### config.mk
export PLATFORM = sky130hd
export DESIGN_NAME = ex_mem_pipe
export DESIGN_NICKNAME = d
export VERILOG_FILES = /design/src/rtl/pipe_pkg.sv /design/src/rtl/pipe_skid_buf.sv /design/src/rtl/ex_mem_pipe.sv
export SDC_FILE = /design/constraint.sdc
export NUM_CORES = 1
export LEC_CHECK = 0
export ABC_AREA = 1
export CORE_MARGIN = 2
export CORE_UTILIZATION = 29
export CTS_CLUSTER_SIZE = 20
export DETAILED_ROUTE_END_ITERATION = 12
export GPL_ROUTABILITY_DRIVEN = 0
export GPL_TIMING_DRIVEN = 0
export PLACE_DENSITY = 0.73
export SLEW_MARGIN = 20
export SYNTH_ARGS = -nofsm -noshare
export SYNTH_HDL_FRONTEND = slang
export SYNTH_SLANG_ARGS = --single-unit
### constraint.sdc
create_clock -name clk -period 1.45 [get_ports clk]
set_input_delay 0.145 -clock clk [delete_from_list [all_inputs] [get_ports clk]]
set_output_delay 0.145 -clock clk [all_outputs]
set_load 0.1 [all_outputs]
### src/rtl/pipe_pkg.sv
// Shared types for the EX/MEM pipeline register: control bits, beat layout,
// occupancy state encoding and the control-masking helper.
package pipe_pkg;

    localparam int PIPE_XLEN = 32;
    localparam int PIPE_REGW = 5;
    localparam int CTRL_W    = 4;

    typedef struct packed {
        logic memtoreg;
        logic memwrite;
        logic regwrite;
        logic memread;
    } ctrl_t;

    // Field order here is the bit order used when a beat is flattened.
    typedef struct packed {
        logic [PIPE_XLEN-1:0] alu_result;
        logic [PIPE_XLEN-1:0] rs2_data;
        logic [PIPE_REGW-1:0] rd;
        ctrl_t                ctrl;
    } beat_t;

    // Encoding doubles as the occupancy count.
    typedef enum logic [1:0] {
        EMPTY = 2'd0,
        ONE   = 2'd1,
        TWO   = 2'd2
    } occ_state_t;

    // Control bits are only meaningful while a beat is valid.
    function automatic ctrl_t ctrl_mask(input logic valid, input ctrl_t c);
        return valid ? c : '0;
    endfunction

endpackage

### src/rtl/pipe_skid_buf.sv
// Generic valid/ready holding buffer with occupancy state machine.
// With EX_MEM_PIPE_SKID_EN defined it is a two-entry skid buffer with a
// registered in_ready; otherwise a single entry whose in_ready is
// combinational (out_ready || !out_valid).
//
//   state | meaning
//   EMPTY | nothing held, out_valid low
//   ONE   | one beat held in main_q, presented on out_data
//   TWO   | main_q presented, skid_q holds the next beat, in_ready low
module pipe_skid_buf
    import pipe_pkg::*;
#(
    parameter int W = 8
) (
    input  logic         clk,
    input  logic         rst,
    input  logic         clr,
    input  logic         in_valid,
    input  logic [W-1:0] in_data,
    output logic         in_ready,
    output logic         out_valid,
    output logic [W-1:0] out_data,
    input  logic         out_ready,
    output logic [1:0]   occupancy
);

    occ_state_t   state;
    logic [W-1:0] main_q;
    logic         valid_q;
    logic         rdy_q;
    logic         push;
    logic         pop;

`ifdef EX_MEM_PIPE_SKID_EN
    logic [W-1:0] skid_q;
    assign in_ready = rdy_q;
`else
    // rdy_q only keeps in_ready low through reset and the first edge after it.
    assign in_ready = rdy_q && (out_ready || !valid_q);
`endif

    assign push      = in_valid && in_ready;
    assign pop       = valid_q && out_ready;
    assign out_valid = valid_q;
    assign out_data  = main_q;
    assign occupancy = state;

    // Occupancy FSM with its storage and registered valid/ready outputs; clr beats any transfer.
    always_ff @(posedge clk or negedge rst) begin
        if (!rst) begin
            state   <= EMPTY;
            valid_q <= 1'b0;
            rdy_q   <= 1'b0;
            main_q  <= '0;
`ifdef EX_MEM_PIPE_SKID_EN
            skid_q  <= '0;
`endif
        end else if (clr) begin
            state   <= EMPTY;
            valid_q <= 1'b0;
            rdy_q   <= 1'b1;
        end else begin
            rdy_q <= 1'b1;
            case (state)
                EMPTY: begin
                    if (push) begin
                        main_q  <= in_data;
                        valid_q <= 1'b1;
                        state   <= ONE;
                    end
                end
                ONE: begin
`ifdef EX_MEM_PIPE_SKID_EN
                    if (push && !pop) begin
                        skid_q <= in_data;
                        state  <= TWO;
                        rdy_q  <= 1'b0;
                    end else if (push) begin
                        main_q <= in_data;
                    end else if (pop) begin
                        valid_q <= 1'b0;
                        state   <= EMPTY;
                    end
`else
                    if (push) begin
                        main_q <= in_data;
                    end else if (pop) begin
                        valid_q <= 1'b0;
                        state   <= EMPTY;
                    end
`endif
                end
                TWO: begin
`ifdef EX_MEM_PIPE_SKID_EN
                    if (pop) begin
                        main_q <= skid_q;
                        state  <= ONE;
                    end else begin
                        rdy_q <= 1'b0;
                    end
`else
                    valid_q <= 1'b0;
                    state   <= EMPTY;
`endif
                end
                default: begin
                    valid_q <= 1'b0;
                    state   <= EMPTY;
                end
            endcase
        end
    end

endmodule

### src/rtl/ex_mem_pipe.sv
// EX/MEM pipeline register: flattens the EX beat into pipe_skid_buf, gates
// the input with flush, masks control bits while empty and provides the
// forwarding tap. Optional two-entry skid: define EX_MEM_PIPE_SKID_EN.
module ex_mem_pipe
    import pipe_pkg::*;
#(
    parameter int XLEN = PIPE_XLEN,
    parameter int REGW = PIPE_REGW
) (
    input  logic            clk,
    input  logic            rst,
    input  logic            flush,
    input  logic            in_valid,
    output logic            in_ready,
    input  logic [XLEN-1:0] in_alu_result,
    input  logic [XLEN-1:0] in_rs2_data,
    input  logic [REGW-1:0] in_rd,
    input  logic [3:0]      in_ctrl,
    output logic            out_valid,
    input  logic            out_ready,
    output logic [XLEN-1:0] out_alu_result,
    output logic [XLEN-1:0] out_rs2_data,
    output logic [REGW-1:0] out_rd,
    output logic [3:0]      out_ctrl,
    output logic            fwd_valid,
    output logic [REGW-1:0] fwd_rd,
    output logic [XLEN-1:0] fwd_data,
    output logic [1:0]      occupancy
);

    localparam int PW = 2 * XLEN + REGW + CTRL_W;

    logic [PW-1:0] in_beat;
    logic [PW-1:0] out_beat;
    ctrl_t         held_ctrl;

    // Same field order as beat_t.
    assign in_beat = {in_alu_result, in_rs2_data, in_rd, in_ctrl};

    pipe_skid_buf #(
        .W(PW)
    ) u_buf (
        .clk       (clk),
        .rst       (rst),
        .clr       (flush),
        .in_valid  (in_valid && !flush),
        .in_data   (in_beat),
        .in_ready  (in_ready),
        .out_valid (out_valid),
        .out_data  (out_beat),
        .out_ready (out_ready),
        .occupancy (occupancy)
    );

    assign out_alu_result = out_beat[PW-1 -: XLEN];
    assign out_rs2_data   = out_beat[CTRL_W+REGW +: XLEN];
    assign out_rd         = out_beat[CTRL_W +: REGW];
    assign held_ctrl      = ctrl_t'(out_beat[CTRL_W-1:0]);

    assign out_ctrl  = ctrl_mask(out_valid, held_ctrl);
    assign fwd_valid = out_valid && held_ctrl.regwrite && (out_rd != '0);
    assign fwd_rd    = out_rd;
    assign fwd_data  = out_alu_result;

endmodule
==> results_dict.tcl, run 1 <==
set metrics [dict create \
    power_frac_clock 0.228 \
    period_needed_ns 1.53 \
    required_ns 1.31 \
    syn-num-nets 534 \
    final_hold_violation_count 0 \
    setup_viol 3 \
    crit_arrival_ns 1.38 \
    met3_usage 0.0414 \
    final_net_count 740 \
    initial_core_util 0.299 \
    violations_in_the_final_reports "negative setup slack" \
    min-delay-path-class "in -> async" \
    setup-tns-final_ns -0.130 \
    grt_first_pass_wirelength_mm 18.8 \
    timing.clock.skew_ns 0.0102 \
    clock_tree.buffer_depth 2 \
    register_area_mm2 0.00188 \
    finalMaxSlewViolations 0 \
    async_reset_ff_frac 1.00 \
    grt_overflow 0 \
    gr-usage-met1 0.204 \
    timing.final.crit_share 1.05 \
    endpoint_kind "output port" \
    drc 0 \
    synth.yosys.seq_area_share 0.470 \
    portBuffers 191 \
    fp.dieArea_mm2 0.0147 \
    yosys_warnings 0 \
    filler_cell_count_in_the_final_layout 1303 \
    comb_power_share 0.530 \
    setup.worst_path.start_class "flip-flop" \
    floorplan.rows 42 \
    run_status "finished with violations" \
    rsz_0062_raised_after_global_routing "true" \
    yosys.area.top_type_share 0.470 \
    final_layout_size_suffix_gt1_frac 0.427 \
    die-height_um 121 \
    floorplan.io_pins 193 \
    peakVddDrop_v 0.000940 \
    sequentialPowerShare 0.242 \
    clk_latency_ns 0.33 \
    grt_start_max_net_pins 42 \
    dpl.hpwl_mm 8.80 \
    most_common_cell_in_the_synthesized_netlist "sky130_fd_sc_hd__nand2_1" \
    post_dr_wirelength_cell_um 14.0 \
    tritoncts_num_sinks 75 \
    ant_nets 0 \
    yosys.area.top_type "sky130_fd_sc_hd__dfrtp_1" \
    die_w_um 121 \
    synth_common_cells "152 x sky130_fd_sc_hd__nand2_1, 110 x sky130_fd_sc_hd__buf_4, 75 x sky130_fd_sc_hd__dfrtp_1" \
    grt_usage 0.161 \
    power.density_cell_area_mw_per_mm2 1840 \
    tightest_slew_ns 0.561 \
    grt_antenna_before_repair 0 \
    drv.max_cap_violation_count 0 \
    vias_per_cell 4.40 \
    final_core_util 0.458 \
    vias 3709 \
    grt.met2_usage 0.276 \
    cell_internal_pwr_w 0.00553 \
    layout_setup_ws_ns -0.0784 \
    drtIter0Drc 187 \
    synth.avg_cell_area_um2 8.76 \
    clk_pin_slew_ns 0.06 \
    p_switching_w 0.00576 \
    area_growth_syn_to_layout_pct 53.2 \
    post_synth_main_area_contributors "sky130_fd_sc_hd__dfrtp_1 47%, sky130_fd_sc_hd__buf_4 21%, sky130_fd_sc_hd__nand2_1 14%" \
    critical_path.max_fanout 8 \
    multi_input_area_mm2 0.00111 \
    power.leakage_nw 3.31 \
    core-area_mm2 0.0133 \
    clock_tree.htree_level_count 3 \
    global_route.peak_usage_layer "met2" \
    grt_pass1_vias 3723 \
    numCtsBuffers 9 \
    ctsRootBufferMaster "sky130_fd_sc_hd__clkbuf_16" \
    slew_limit_headroom 0.626 \
    synth.cell_area_mm2 0.00399 \
    synth-seq-cells 75 \
    setup.worst_path.class "reg -> out" \
    post_synth_inst_count 456 \
    netlist-cell-type-count 15 \
    fmax_mhz 654 \
    antenna_cells 0 \
    netSwitchingFraction 0.510 \
    drt_wl_total_mm 11.8 \
    yosys_most_used_dff "sky130_fd_sc_hd__dfrtp_1" \
    detail_route.first_pass.iterations 4 \
    synth_edf_count 0 \
    cts_tree "yes" \
]
## layer usage
metal | part of all wire | vias to the layer above
met5 | 0 | -
met4 | 0.0068 | 0
met3 | 0.072 | 7
met2 | 0.50 | 151
met1 | 0.42 | 1751
li1 | - | 1800
## through the flow
stage	total power, W	std cells	cell area [µm²]	hold WS, ns	setup slack [ns]
after floorplan	0.00777	456	4050	-0.151	-0.219
after global placement	0.00914	823	6180	0.457	-2.87
after detailed placement	0.00921	824	6200	0.174	-0.718
after CTS	0.0114	841	6080	0.369	-0.114
after global routing	0.0117	843	6120	0.378	-0.133
final	0.0113	843	6120	0.352	-0.0784
## kinds of logic after synthesis
| logic type | count (synthesis) | share of synthesized area |
|---|---|---|
| AO/OA/AOI/OAI | 3 | 0.00438 |
| AND/OR/NAND/NOR | 229 | 0.263 |
| flip-flops | 75 | 0.470 |
| buffers and inverters | 147 | 0.261 |
| other | 2 | 0.00188 |
## final timing paths
kind,startpoint,slack (ns),depth (start not counted),endpoint
max in group asynchronous,rst,0.51,3,u_buf.out_data[13]
setup / recovery,u_buf.occupancy[0],-0.08,5,fwd_valid
hold reg to reg,u_buf.out_data[18],0.48,2,u_buf.out_data[18]
hold / removal,rst,0.35,2,u_buf.out_data[61]
min in group clk,in_alu_result[27],0.38,3,u_buf.out_data[68]
setup reg to reg,u_buf.occupancy[0],0.04,6,u_buf.out_data[16]
## area by class of cell
type / count / share of cell area
Buffer: 140 / 0.171
Tap cell: 176 / 0.0360
Sequential cell: 75 / 0.307
Clock inverter: 5 / 0.0164
Inverter: 7 / 0.00757
Clock buffer: 11 / 0.0397
Timing Repair Buffer: 195 / 0.241
Multi-Input combinational cell: 234 / 0.182
## critical path, cell delays in order, from the launching register on
cell and delay [ns]:
sky130_fd_sc_hd__dfrtp_4 0.56, sky130_fd_sc_hd__nand2_4 0.09, sky130_fd_sc_hd__clkinvlp_4 0.11, sky130_fd_sc_hd__o21ai_4 0.09, sky130_fd_sc_hd__inv_6 0.04, sky130_fd_sc_hd__buf_12 0.15
## layout by cell type (no fill, tap or decap), types with 4 or more instances in the layout
| cell | n |
|---|---|
| sky130_fd_sc_hd__buf_6 | 13 |
| sky130_fd_sc_hd__nand4_1 | 73 |
| sky130_fd_sc_hd__nand2_1 | 148 |
| sky130_fd_sc_hd__clkinvlp_4 | 4 |
| sky130_fd_sc_hd__clkbuf_4 | 6 |
| sky130_fd_sc_hd__clkdlybuf4s50_1 | 76 |
| sky130_fd_sc_hd__dfrtp_1 | 74 |
| sky130_fd_sc_hd__clkbuf_16 | 9 |
| sky130_fd_sc_hd__buf_4 | 120 |
| sky130_fd_sc_hd__buf_2 | 113 |
| sky130_fd_sc_hd__buf_12 | 4 |
## flip-flops by register name, indices dropped and copies added (netlist names)
name	cells
u_buf.out_data	73
u_buf.occupancy	1
u_buf.rdy_q	1
## power groups by stage
| stage | logic [W] | registers, W | clock network [W] |
|---|---|---|---|
| detailed placement | 0.00645 | 0.00276 | 0 |
| floorplan | 0.00509 | 0.00268 | 0 |
| CTS | 0.00599 | 0.00273 | 0.00263 |
| global route | 0.00620 | 0.00278 | 0.00273 |
| global placement | 0.00640 | 0.00274 | 0 |
| finish | 0.00598 | 0.00273 | 0.00258 |
## repair_timing
action                     CTS  global route
hold buffers                 1             0
resized for setup          602             9
pin swaps                    1             0
setup endpoints to repair  157            72
hold endpoints to repair    40             0
setup buffers                0             2
No activity file was read; power rests on OpenSTA's default activity.
==> run 2, diff against run 1 <==
Settings changed: HOLD_SLACK_MARGIN set to 0.12, TNS_END_PERCENT set to 30.
==> results_dict.tcl, run 2 (synthesized netlist as in run 1, its figures left out) <==
set metrics [dict create \
    detail_route.first_pass.iterations 4 \
    critical_path.max_fanout 8 \
    fmax_mhz 653 \
    cp-startpoint "u_buf.occupancy[0]" \
    fp.dieArea_mm2 0.0147 \
    initial_core_util 0.299 \
    floorplan.rows 42 \
    drc 0 \
    timing.final.crit_share 1.06 \
    required_ns 1.31 \
    layout_setup_ws_ns -0.0809 \
    peakVddDrop_v 0.000971 \
    tightest_slew_ns 0.560 \
    grt_overflow 0 \
    layout.cells.most_common_list "192 x sky130_fd_sc_hd__buf_4, 148 x sky130_fd_sc_hd__nand2_1, 76 x sky130_fd_sc_hd__clkdlybuf4s50_1" \
    final_core_util 0.470 \
    area_growth_syn_to_layout_pct 57.2 \
    clk_pin_slew_ns 0.06 \
    endpoint_kind "output port" \
    die_w_um 121 \
    clock_tree.htree_level_count 3 \
    final_net_count 739 \
    largest_register_ffs 73 \
    final_layout_size_suffix_gt1_frac 0.426 \
    run_status "finished with violations" \
    worst_r2r_startpoint "u_buf.occupancy[0]" \
    drt_wl_total_mm 11.8 \
    grt_start_max_net_pins 42 \
    vias 3706 \
    drv.max_cap_violation_count 0 \
    filler_cell_count_in_the_final_layout 1305 \
    grt_usage 0.161 \
    violations_in_the_final_reports "negative setup slack" \
    finalPower_w 0.0115 \
    period_needed_ns 1.53 \
    grt_pass1_vias 3719 \
    portBuffers 191 \
    clock_tree.buffer_depth 2 \
    final_hold_violation_count 0 \
    numCtsBuffers 9 \
    crit_arrival_ns 1.39 \
    rsz_0062_raised_after_global_routing "true" \
    min-delay-path-class "in -> async" \
    die-height_um 121 \
    grt_first_pass_wirelength_mm 18.7 \
    ant_nets 0 \
    tritoncts_num_sinks 75 \
    floorplan.io_pins 193 \
    setup.worst_path.start_class "flip-flop" \
    multi_input_area_mm2 0.00111 \
    core-area_mm2 0.0133 \
    antenna_cells 0 \
    vias_per_cell 4.40 \
    post_dr_wirelength_cell_um 14.0 \
    dpl.hpwl_mm 8.80 \
    power.leakage_nw 3.35 \
    setup.worst_path.class "reg -> out" \
    pre_cts_slack_ns -0.718 \
    register_area_mm2 0.00188 \
    drtIter0Drc 158 \
    grt_antenna_before_repair 0 \
    cts_tree "yes" \
    clk_latency_ns 0.33 \
    finalMaxSlewViolations 0 \
    power.density_cell_area_mw_per_mm2 1830 \
    layout_commonest_cell "sky130_fd_sc_hd__buf_4" \
    setup_viol 3 \
    slew_limit_headroom 0.627 \
    timing.clock.skew_ns 0.00991 \
    ctsRootBufferMaster "sky130_fd_sc_hd__clkbuf_16" \
]
-- run 2: cell count changes in the layout (fill, tap and decap cells not counted), sizes merged --
cell / before / now
clkbuf: 18 / 12
buf: 251 / 256
-- run 2: per-stage QoR --
step / setup TNS [ns] / cells / instance area, µm² / hold WS (ns)
after global routing: -1.67 / 842 / 6280 / 0.378
after detailed placement: -40.84 / 824 / 6200 / 0.174
after global placement: -216.58 / 823 / 6180 / 0.457
after CTS: -0.194 / 841 / 6240 / 0.369
final: -0.135 / 842 / 6280 / 0.350
after floorplan: -0.219 / 456 / 4050 / -0.151
-- run 2: final timing paths --
| check | end | slack (ns) | depth (start not counted) |
|---|---|---|---|
| worst max-delay path | fwd_valid | -0.08 | 5 |
| worst min-delay path | u_buf.out_data[61] | 0.35 | 2 |
| worst max register to register | u_buf.out_data[16] | 0.04 | 6 |
| worst min register to register | u_buf.out_data[18] | 0.48 | 2 |
| max in group asynchronous | u_buf.out_data[13] | 0.51 | 3 |
| min in group clk | u_buf.out_data[6] | 0.38 | 3 |
-- run 2: timing repair --
item                       in CTS  in global routing
cloned                          0                  0
pin swaps                       1                  0
hold buffers                    1                  0
hold endpoints to repair       40                  0
setup buffers                   0                  1
gates resized for setup       535                  9
setup endpoints to repair     157                 72
-- run 2: routing by layer --
metal,up-vias,global-route usage,part of all wire
li1,1794,-,-
met1,1766,0.204,0.42
met2,137,0.276,0.50
met3,9,0.0418,0.075
met4,0,0.0366,0.0082
met5,-,0,0
-- run 2: area by class of cell --
type | count | area share
Tap cell | 176 | 0.0351
Multi-Input combinational cell | 234 | 0.177
Inverter | 7 | 0.00737
Clock inverter | 5 | 0.0159
Timing Repair Buffer | 194 | 0.260
Clock buffer | 11 | 0.0387
Sequential cell | 75 | 0.300
Buffer | 140 | 0.166
-- run 2: critical path, stage by stage, from the launching register on --
cell and delay [ns]:
sky130_fd_sc_hd__dfrtp_4 0.56, sky130_fd_sc_hd__nand2_4 0.09, sky130_fd_sc_hd__clkinvlp_4 0.11, sky130_fd_sc_hd__o21ai_4 0.09, sky130_fd_sc_hd__inv_6 0.04, sky130_fd_sc_hd__buf_12 0.16
-- run 2: power breakdown --
part | internal (W) | switching [W]
clock network | 0.00172 | 0.000856
registers | 0.00245 | 0.000282
logic | 0.00155 | 0.00464
==> run 3, diff against run 2 <==
Settings changed: GPL_TIMING_DRIVEN 0 to unset, SLEW_MARGIN 20 to unset, TNS_END_PERCENT 30 to 100.
==> results_dict.tcl, run 3 (synthesized netlist as in run 1, its figures left out) <==
set metrics [dict create \
    run_status "finished with violations" \
    violations_in_the_final_reports "negative setup slack" \
    peakVddDrop_v 0.000762 \
    worstPathCellList "buf_6 > a21boi_4 > buf_12" \
    floorplan.rows 42 \
    grt_overflow 0 \
    pre_cts_slack_ns -0.0898 \
    setup_viol 6 \
    vias_per_cell 4.56 \
    grt_usage 0.158 \
    drtIter0Drc 199 \
    grt.met2_usage 0.279 \
    power.density_cell_area_mw_per_mm2 1780 \
    finalPower_w 0.0122 \
    numCtsBuffers 9 \
    setup.worst_path.start_class "flip-flop" \
    area_growth_syn_to_layout_pct 71.7 \
    endpoint_kind "output port" \
    power.leakage_nw 3.20 \
    required_ns 1.31 \
    drt_wl_total_mm 11.6 \
    grt_start_max_net_pins 44 \
    clock_tree.htree_level_count 3 \
    largest_register_ffs 73 \
    layout_commonest_cell "sky130_fd_sc_hd__nand2_1" \
    vias 3297 \
    post_dr_wirelength_cell_um 16.0 \
    antenna_cells 0 \
    portBuffers 191 \
    core-area_mm2 0.0133 \
    global_route.peak_usage_layer "met2" \
    dpl.hpwl_mm 8.80 \
    timing.final.crit_share 1.04 \
    clk_latency_ns 0.34 \
    period_needed_ns 1.51 \
    crit_arrival_ns 1.37 \
    finalMaxSlewViolations 0 \
    fmax_mhz 661 \
    gr-usage-met1 0.172 \
    clk_pin_slew_ns 0.06 \
    final_hold_violation_count 0 \
    tritoncts_num_sinks 75 \
    die_w_um 121 \
    grt_pass1_vias 3375 \
    fp.dieArea_mm2 0.0147 \
    slowest_stage "sky130_fd_sc_hd__dfrtp_4" \
    met3_usage 0.0536 \
    final_layout_size_suffix_gt1_frac 0.318 \
    layout_setup_ws_ns -0.0629 \
    die-height_um 121 \
    timing.clock.skew_ns 0.0103 \
    critical_path.max_fanout 5 \
    ctsRootBufferMaster "sky130_fd_sc_hd__clkbuf_16" \
    cts_tree "yes" \
    min-delay-path-class "in -> async" \
    clock_tree.buffer_depth 2 \
    setup.worst_path.class "reg -> out" \
    drc 0 \
    rsz_0062_raised_after_global_routing "true" \
    ant_nets 0 \
    detail_route.first_pass.iterations 4 \
    initial_core_util 0.299 \
    floorplan.io_pins 193 \
    grt_first_pass_wirelength_mm 18.0 \
    layout.cells.most_common_list "147 x sky130_fd_sc_hd__nand2_1, 117 x sky130_fd_sc_hd__buf_12, 76 x sky130_fd_sc_hd__clkdlybuf4s50_1" \
    final_net_count 620 \
    critical_path.max_stage_delay_ns 0.52 \
    grt_antenna_before_repair 0 \
    drv.max_cap_violation_count 0 \
]
run 3: layer usage:
layer	wire length, µm	part of all wire	vias up
li1	-	-	1556
met1	4170	0.36	1578
met2	6180	0.53	146
met3	1010	0.087	17
met4	229	0.020	0
met5	0	0	-
run 3: final timing paths:
check / slack, ns / cells after the start / from / endpoint
setup reg to reg: 0.11 / 4 / u_buf.occupancy[0] / u_buf.out_data[60]
hold / removal: 0.24 / 2 / rst / u_buf.out_data[56]
max in group asynchronous: 0.65 / 3 / rst / u_buf.out_data[12]
min in group clk: 0.37 / 3 / in_rs2_data[12] / u_buf.out_data[21]
setup / recovery: -0.06 / 3 / u_buf.occupancy[0] / in_ready
hold reg to reg: 0.50 / 2 / u_buf.out_data[3] / u_buf.out_data[3]
run 3: metrics by stage:
step | hold slack (ns) | util | setup TNS [ns] | cell area [µm²] | cells
floorplan | -0.151 | - | -0.219 | 4050 | 456
detailed placement | 0.0311 | 0.484 | -1.82 | 6460 | 698
global route | 0.271 | 0.514 | -0.570 | 6860 | 723
finish | 0.241 | 0.514 | -0.271 | 6860 | 723
global placement | 0.0268 | 0.484 | -0.441 | 6460 | 698
CTS | 0.226 | 0.512 | -0.378 | 6840 | 721
run 3: cell type report:
cell class | instances | area [µm²]
multi-input combinational | 234 | 1120
timing repair buffer | 215 | 3280
fill | 1171 | 6490
tap | 176 | 220
clock inverter | 6 | 65.1
clock buffer | 10 | 239
inverter | 7 | 46.3
sequential | 75 | 1890
run 3: what timing repair did:
| action | 4_1_cts | 5_1_grt |
|---|---|---|
| gates resized for setup | 8 | 2 |
| hold endpoints to repair | 75 | 0 |
| setup endpoints to repair | 6 | 6 |
| gates cloned | 0 | 0 |
| buffers inserted | 6 | 2 |
| hold buffers | 1 | 0 |
| pin swaps | 1 | 1 |
run 3: power by group:
part           internal (W)  leakage [nW]  switching [W]
Combinational       0.00236          2.13        0.00458
Clock               0.00138         0.148       0.000890
Sequential          0.00245         0.923       0.000529
run 3: critical path, delay by kind of cell, from the launching register on:
kind | cells | cell delay, ns
DFF | 1 | 0.52
buffers and inverters | 2 | 0.35
AOI/OAI and AO/OA | 1 | 0.17
